==> config.mk <==
export PLATFORM = sky130hd
export DESIGN_NAME = cla_seq_adder_display
export DESIGN_NICKNAME = d
export VERILOG_FILES = /design/src/rtl/cla_seq_adder_display_pkg.sv /design/src/rtl/cla_seq_adder_display_cla4_group.sv /design/src/rtl/cla_seq_adder_display.sv
export SDC_FILE = /design/constraint.sdc
export NUM_CORES = 1
export LEC_CHECK = 0
export ABC_AREA = 1
export CORE_MARGIN = 8
export CORE_UTILIZATION = 49
export DETAILED_ROUTE_END_ITERATION = 10
export GPL_ROUTABILITY_DRIVEN = 1
export PLACE_DENSITY = 0.76
export SLEW_MARGIN = 15
export SYNTH_ARGS = -nofsm -noshare
export SYNTH_HDL_FRONTEND = slang
export SYNTH_SLANG_ARGS = --single-unit
==> constraint.sdc <==
create_clock -name clk -period 3.1 [get_ports clk]
set_input_delay 0.31 -clock clk [delete_from_list [all_inputs] [get_ports clk]]
set_output_delay 0.31 -clock clk [all_outputs]
set_load 0.05 [all_outputs]
==> src/rtl/cla_seq_adder_display_pkg.sv <==
// Shared definitions for the sequential CLA adder with 7-segment display:
// controller state encoding and the hex-digit to segment lookup.
package cla_seq_adder_display_pkg;

    typedef enum logic [1:0] {
        ST_IDLE = 2'd0,
        ST_CALC = 2'd1,
        ST_DONE = 2'd2
    } state_t;

    // Active-low segment patterns, bit order {g,f,e,d,c,b,a}, indexed by nibble value
    localparam logic [6:0] HEX_SEG [16] = '{
        7'b1000000, 7'b1111001, 7'b0100100, 7'b0110000,
        7'b0011001, 7'b0010010, 7'b0000010, 7'b1111000,
        7'b0000000, 7'b0010000, 7'b0001000, 7'b0000011,
        7'b1000110, 7'b0100001, 7'b0000110, 7'b0001110
    };

    function automatic logic [6:0] hexToSeg(input logic [3:0] value);
        return HEX_SEG[value];
    endfunction

endpackage

==> src/rtl/cla_seq_adder_display_cla4_group.sv <==
// One 4-bit carry-look-ahead group. Every internal carry is expanded directly
// from the per-bit generate/propagate terms, so no carry ripples inside the group.
module cla4_group (
    input  logic [3:0] a,
    input  logic [3:0] b,
    input  logic       ci,
    output logic [3:0] s,
    output logic       co,
    output logic       c3
);

    logic [3:0] w_g;
    logic [3:0] w_p;
    logic       w_c1;
    logic       w_c2;

    // Generate/propagate terms, look-ahead carries and the sum bits
    always_comb begin
        w_g  = a & b;
        w_p  = a ^ b;
        w_c1 = w_g[0] | (w_p[0] & ci);
        w_c2 = w_g[1] | (w_p[1] & w_g[0]) | (w_p[1] & w_p[0] & ci);
        c3   = w_g[2] | (w_p[2] & w_g[1]) | (w_p[2] & w_p[1] & w_g[0])
             | (w_p[2] & w_p[1] & w_p[0] & ci);
        co   = w_g[3] | (w_p[3] & w_g[2]) | (w_p[3] & w_p[2] & w_g[1])
             | (w_p[3] & w_p[2] & w_p[1] & w_g[0])
             | (w_p[3] & w_p[2] & w_p[1] & w_p[0] & ci);
        s    = w_p ^ {c3, w_c2, w_c1, ci};
    end

endmodule

==> src/rtl/cla_seq_adder_display.sv <==
// Sequential WIDTH-bit adder/subtractor/accumulator. One 4-bit CLA group is
// evaluated per clock (LSB group first) with the carry held in a register
// between groups; the registered result is shown on a multiplexed hex display.
module cla_seq_adder_display
    import cla_seq_adder_display_pkg::*;
#(
    parameter int WIDTH    = 16,
    parameter int SCAN_DIV = 17
) (
    input  logic               clk,
    input  logic               rst,
    input  logic               in_valid,
    output logic               in_ready,
    input  logic [WIDTH-1:0]   op_a,
    input  logic [WIDTH-1:0]   op_b,
    input  logic               cin,
    input  logic               sub,
    input  logic               acc_mode,
    output logic               out_valid,
    output logic [WIDTH-1:0]   sum,
    output logic               cout,
    output logic               ovf,
    output logic [WIDTH/4-1:0] an,
    output logic [6:0]         seg,
    output logic               dp
);

    localparam int G  = WIDTH / 4;
    localparam int KW = (G > 1) ? $clog2(G) : 1;
    localparam logic [KW-1:0] K_LAST = KW'(G - 1);

    state_t              r_state;
    state_t              w_nextState;
    logic [KW-1:0]       r_k;
    logic [WIDTH-1:0]    r_a;
    logic [WIDTH-1:0]    r_b;
    logic                r_c;
    logic [WIDTH-1:0]    r_sum;
    logic                r_cout;
    logic                r_ovf;
    logic                r_outValid;
    logic [SCAN_DIV-1:0] r_scan;

    logic                w_accept;
    logic [3:0]          w_ga;
    logic [3:0]          w_gb;
    logic [3:0]          w_s;
    logic                w_co;
    logic                w_c3;
    logic [KW-1:0]       w_digit;
    logic [G-1:0]        w_an;
    logic [6:0]          w_seg;
    logic                w_dp;

    assign in_ready  = (r_state != ST_CALC);
    assign w_accept  = in_valid & in_ready;
    assign out_valid = r_outValid;
    assign sum       = r_sum;
    assign cout      = r_cout;
    assign ovf       = r_ovf;
    assign an        = w_an;
    assign seg       = w_seg;
    assign dp        = w_dp;

    assign w_ga = r_a[4*r_k +: 4];
    assign w_gb = r_b[4*r_k +: 4];

    cla4_group u_group (
        .a  (w_ga),
        .b  (w_gb),
        .ci (r_c),
        .s  (w_s),
        .co (w_co),
        .c3 (w_c3)
    );

    // Controller state register
    always_ff @(posedge clk or posedge rst) begin
        if (rst) r_state <= ST_IDLE;
        else     r_state <= w_nextState;
    end

    // Next-state logic: DONE only leaves on a new accept, never back to IDLE
    always_comb begin
        w_nextState = r_state;
        case (r_state)
            ST_IDLE: if (w_accept) w_nextState = ST_CALC;
            ST_CALC: if (r_k == K_LAST) w_nextState = ST_DONE;
            ST_DONE: if (w_accept) w_nextState = ST_CALC;
            default: w_nextState = ST_IDLE;
        endcase
    end

    // Operand capture on accept, then one group of the sum per CALC cycle
    always_ff @(posedge clk or posedge rst) begin
        if (rst) begin
            r_a        <= '0;
            r_b        <= '0;
            r_c        <= 1'b0;
            r_k        <= '0;
            r_sum      <= '0;
            r_cout     <= 1'b0;
            r_ovf      <= 1'b0;
            r_outValid <= 1'b0;
        end else if (w_accept) begin
            r_a        <= acc_mode ? r_sum : op_a;
            r_b        <= op_b ^ {WIDTH{sub}};
            r_c        <= cin ^ sub;
            r_k        <= '0;
            r_outValid <= 1'b0;
        end else if (r_state == ST_CALC) begin
            r_sum[4*r_k +: 4] <= w_s;
            r_c               <= w_co;
            r_k               <= r_k + 1'b1;
            if (r_k == K_LAST) begin
                r_cout     <= w_co;
                r_ovf      <= w_c3 ^ w_co;
                r_outValid <= 1'b1;
            end
        end
    end

    // Free-running scan counter driving the digit multiplexer
    always_ff @(posedge clk or posedge rst) begin
        if (rst) r_scan <= '0;
        else     r_scan <= r_scan + 1'b1;
    end

    // Digit index from the counter's top bits, folded back into 0..G-1
    generate
        if (G == 1) begin : g_oneDigit
            assign w_digit = '0;
        end else if ((1 << KW) == G) begin : g_pow2Digits
            assign w_digit = r_scan[SCAN_DIV-1 -: KW];
        end else begin : g_foldDigits
            logic [KW-1:0] w_digitRaw;
            assign w_digitRaw = r_scan[SCAN_DIV-1 -: KW];
            assign w_digit    = (w_digitRaw >= KW'(G)) ? (w_digitRaw - KW'(G)) : w_digitRaw;
        end
    endgenerate

    // Display drive: blanked during reset, otherwise the selected nibble of sum
    always_comb begin
        w_an  = '1;
        w_seg = 7'h7F;
        w_dp  = 1'b1;
        if (!rst) begin
            w_an[w_digit] = 1'b0;
            w_seg         = hexToSeg(r_sum[4*w_digit +: 4]);
            w_dp          = !((w_digit == '0) && r_cout);
        end
    end

endmodule

======== Word level (Yosys, flattened, before mapping) ========
Memories as Yosys holds them, arrays and structs flattened.
Index checks and enable logic that the tools add are counted.
word-level totals
  logic and storage cells ................. 95
  memories kept ........................... 1
  ROM bits ................................ 112
  register bits ........................... 73
  output and inout port bits .............. 32
  input bits .............................. 38
operators by class
  reduce and logical (&&, ||, !) cells .... 12
  multiplexer cells ....................... 19
  shift-type cells ........................ 5
  $lt $le $gt $ge ......................... 3
  equality and inequality tests ........... 6
  bitwise logic cells ..................... 36
  add/subtract/negate cells ............... 3
memory list
  memory           words  bits a word  read ports  clocked after Yosys merged registers in  write ports  line                             text
  (no name shown)  16     7            1           0                                        0            cla_seq_adder_display_pkg.sv:20  return HEX_SEG[value];
operators with widths
  cell                     count
  $shiftx 16x5->4          3
  $neg 4->34               1
  $shift 4x34->16 const A  1
  $shiftx 4x34->16         1
  $mux 7                   3
  $add 17x1->17 const B    1
  $and 1x1->1              17
  $bwmux 16                1
  $mux 16                  1
  $xor 16x16->16           1
  $or 1x1->1               10
  $mux 2                   4
  $xor 4x4->4              2
  $mux 1                   7
  $reduce_and 2->1         3
  $ge 5x5->1 const B       1
  $not 4->5                1
  $and 4x4->4              1
  $eq 2x2->1 const B       2
  $logic_not 2->1          2
  $mux 4                   1
  $ne 2x1->1 const B       2
  $not 4->4                1
  $pmux 2 s2               1
  other kinds (13)         16

======== Logic depth before layout (Yosys ltp) ========
  depth in word-level cells ............... 9
  mapped depth ............................ 14
  mapped depth without buffers ............ 13

======== By module ========
Synthesis repeated with hierarchy kept, for this count alone.
unflattened totals
  cells, all modules ...................... 538
  area, all modules ....................... 4,267.8 um^2
by module, submodules not included
  module                 sequential area each (um^2)  area an instance (um^2)  cells an instance  instances
  cla_seq_adder_display  1,826.8                      4,073.9                  507                1
  cla4_group             0.0                          193.9                    31                 1

======== Worst setup path after synthesis ========
OpenSTA, ideal clock, no wires.
  path type ............................... input-to-output
  start ................................... input rst
  end ..................................... output seg[2]
  data arrival time ....................... 3.911 ns
  slack ................................... -1.121 ns
  cell stages on the path ................. 3
  buffers on the path ..................... 1
  data required time ...................... 2.790 ns
  cell sequence ........................... inv_1 -> clkbuf_1 -> o211ai_1
on the way
  cells in the longest elaborated chain, start to end .. 1
ends and longest elaborated chain
  element          line                          text
  start, declared  cla_seq_adder_display.sv:11   input logic rst,
  $mux 7           cla_seq_adder_display.sv:147  if (!rst) begin
  end, declared    cla_seq_adder_display.sv:24   output logic [6:0] seg,
No other way between the ends.

======== Final worst setup path ========
  start ................................... register r_scan[15]
  end ..................................... output seg[6]
on the way
  cells in the longest elaborated chain, start to end .. 6
ends and longest elaborated chain
  element                                    line                             text
  start, declared                            cla_seq_adder_display.sv:42      logic [SCAN_DIV-1:0] r_scan;
  start signal, assigned                     cla_seq_adder_display.sv:126     else r_scan <= r_scan + 1'b1;
  $shiftx 16x5->4                            cla_seq_adder_display.sv:149     w_seg = hexToSeg(r_sum[4*w_digit +: 4]);
  $not 4->5 (implied by the code)            cla_seq_adder_display_pkg.sv:20
  $mem_v2 16x7                               n/a
  $mux 7 (implied by the code) (2 in a row)  cla_seq_adder_display_pkg.sv:20
  $mux 7                                     cla_seq_adder_display.sv:147
No other way between the ends. The select of a mux whose other input is x is not followed.

==> flow_summary_export.csv <==
group,metric,value,unit
status,status,"complete, no violations",
clocking,clockRootBuffer,"clkbuf_8",
critical_path,r2r_cells,13,
yosys,synth-edff-count,0,
yosys,syn_inst,511,
sta,tightest_slew,0.867,ns
critical_path,worst_r2r_startpoint,"r_k[1]$_DFFE_PP0P_",
layout,syn2layout_area_growth,22.8,%
global_routing,antenna_found_initial,0,
drt,drt_iter0_markers,235,
critical_path,critPathCapture,"seg[6]",
critical_path,crit_type,"reg2out",
critical_path,rrSetupSlack,0.54,ns
layout,drive_gt1_share,10.3,%
die,fp.dieW,109,um
global_routing,grt_pass1_vias,3601,
power_and_ir_drop,peakVddDrop,0.466,mV
sta,setup_tns,0,ns
clocking,clk_path_buf_depth,2,
critical_path,cp_max_fo,8,
critical_path,cp.required,2.79,ns
power_and_ir_drop,total_leakage_power,2.37,nW
critical_path,endpoint_kind,"output pin",
layout,n_fill_cell,761,
sta,fin_hold_ws,0.421,ns
yosys,synth_warnings,0,
yosys,synth.distinct_cells,33,
clocking,tritoncts,"done",
drt,drc,0,
yosys,yosysSeqAreaShare,43.4,%
yosys,synth_flop_cell,"dfrtp_1",
sta,worst_clock_skew,0.0197,ns
clocking,clk_latency,0.37,ns
critical_path,worstPathArrival,2.33,ns
placed_design,hpwl,8030,um
sta,fin_crit,2.64,ns
drt,postRouteAntennaNets,0,
drt,drt_first_pass_iters,5,
die,ios,70,
global_routing,grt-ovfl-total,0,
global_routing,grt_pass1_wl,17300,um
sta,setup_viol,0,
clocking,clkSinkCount,73,
yosys,synthesis.nets,568,
layout,nNetsFinal,635,
sta,rsz0062_at_grt,"false",
flow_run,maxCapViolCount,0,
die,core-area,8510,um^2
layout,n_antenna_cell,0,
yosys,yosys.area.top_type,"dfrtp_1",
drt,drt-wirelength-per-cell,14.7,um
sta,fmax,379,MHz
yosys,synthTopCellsByArea,"dfrtp_1, nand2_1, ha_1",
yosys,synth.top_cell.area_share,43.4,%
yosys,ys_ff_latch,73,
placed_design,dp.cells,675,
critical_path,crit_start,"r_scan[15]$_DFF_PP0_",
global_routing,grt_max_degree,66,
layout,layout.cells.non_filler,691,
drt,vias,3585,
yosys,synth_common_cells,"nand2_1, dfrtp_1, nor2_1",
die,rows,34,
die,dieArea,11800,um^2
sta,relSlewSlack,42.0,%
global_routing,grt_usage,18.3,%
yosys,netlist_area,4210,um^2
clocking,cts_buffers,9,
clocking,path_clk_slew,0.10,ns
clocking,cts_max_level,3,
sta,finalHoldViolations,0,
yosys,yosysMostFrequentCell,"nand2_1",
drt,routed_wl,10200,um
placed_design,io_buffers,69,
power_and_ir_drop,power.density,942,nW/um^2
sta,fin_crit_sh,85.2,%
sta,drv_slew,0,
critical_path,r2r_end,"sum[15]$_DFFE_PP0P_",
yosys,syn_avg_cell_area,8.23,um^2
die,start_util,49.4,%
placed_design,gp_congestion,0.959,
die,die_height,109,um
worst_hold_path,hold_path.class,"in2async",
critical_path,startpoint_type,"flip-flop",
drt,vias_per_cell,5.19,
clocking,cts_hold_buf,0,
yosys,synthArstFlopShare,100,%
## through the flow
step | area (um^2) | utilization (%) | setup WS, ns | total power [W]
2_1_floorplan | 4210 | - | 0.500 | 0.00340
3_3_place_gp | 4970 | 58.4 | 0.416 | 0.00406
3_5_place_dp | 4970 | 58.4 | 0.295 | 0.00414
4_1_cts | 5160 | 60.7 | 0.0487 | 0.00488
5_1_grt | 5160 | 60.7 | 0.258 | 0.00528
6_report | 5160 | 60.7 | 0.460 | 0.00487
## cells in the final DEF (no fill, tap or decap), types with 2 or more instances in the layout
cell,synthesis,layout
inv_8,0,3
inv_2,5,6
o211ai_1,3,3
o21ai_0,41,41
inv_6,0,2
o31ai_1,2,2
nand2_1,97,97
nor3_1,2,2
nor2_2,8,8
clkdlybuf4s50_1,0,62
xnor2_1,23,23
mux2i_1,5,5
o22ai_1,14,14
o21ai_1,4,4
inv_1,48,47
nand3_1,24,24
nand2_2,5,5
dfrtp_1,73,72
a21oi_1,33,33
nand3_2,3,3
clkbuf_8,0,9
nor2_1,60,59
nand4_1,3,3
buf_4,4,13
xor2_1,12,12
ha_1,18,18
## registers in the layout, summed over array words and instances (netlist names)
signal and count:
r_scan 17, r_a 16, r_b 16, sum 16, r_k 2, r_state 2, cout 1, out_valid 1
ovf 1, r_c 1
## logic make-up (layout without fill, tap and decap cells)
logic type	after synthesis	count (layout)	synth area share [%]
fa+ha+maj	19	19	5.83
buf+inv	73	145	7.26
compound gates	99	99	12.9
mux	5	5	1.19
simple gates	207	207	22.1
xor+xnor	35	35	7.29
flops	73	73	43.4
## worst max-delay path, stage by stage (launching register included)
cell and delay [ns]:
dfrtp_2 0.52, nor2_2 0.24, nand2_1 0.08, nand2_1 0.11, nor3_4 0.07, inv_1 0.11
ha_1 0.19, nand2_2 0.07, nand2_1 0.07, nand2_1 0.04, nand2_1 0.06, dlymetal6s2s_1 0.41
## worst min path at each step
stage / startpoint / end / depth (start not counted)
after global placement: r_scan[0]$_DFF_PP0_ / r_scan[0]$_DFF_PP0_ / 1
after global routing: rst / r_scan[10]$_DFF_PP0_ / 3
final: rst / r_scan[3]$_DFF_PP0_ / 3
after CTS: rst / r_scan[13]$_DFF_PP0_ / 3
after detailed placement: r_scan[0]$_DFF_PP0_ / r_scan[0]$_DFF_PP0_ / 1
after floorplan: in_valid / r_state[1]$_DFFE_PP0P_ / 1
## layout make-up
cell class	instances	area (um^2)	area share [%]
sequential	73	1830	35.4
clock buffer	9	124	2.40
tap	108	135	2.62
multi-input combinational	365	2080	40.3
clock inverter	7	67.6	1.31
inverter	53	199	3.85
timing repair buffer	76	731	14.1
## metal layers
layer  global-route usage [%]  wire (um)
met1                     23.4       4420
met2                     29.7       4940
met3                     4.31        653
met4                     6.45        181
met5                        0          0
## report_power, final
part	switching [W]	total, W	internal, W
Sequential	0.000231	0.00149	0.00126
Combinational	0.00174	0.00264	0.000906
Clock	0.000415	0.000728	0.000314
Total	0.00238	0.00487	0.00248
## repair_timing
item / in CTS / in global routing
hold endpoints to repair: 0 / 0
buffers inserted: 0 / 0
endpoints found under the setup margin: 1 / 1
resized for setup: 1 / 1
Power figures use the tool's default switching activity.
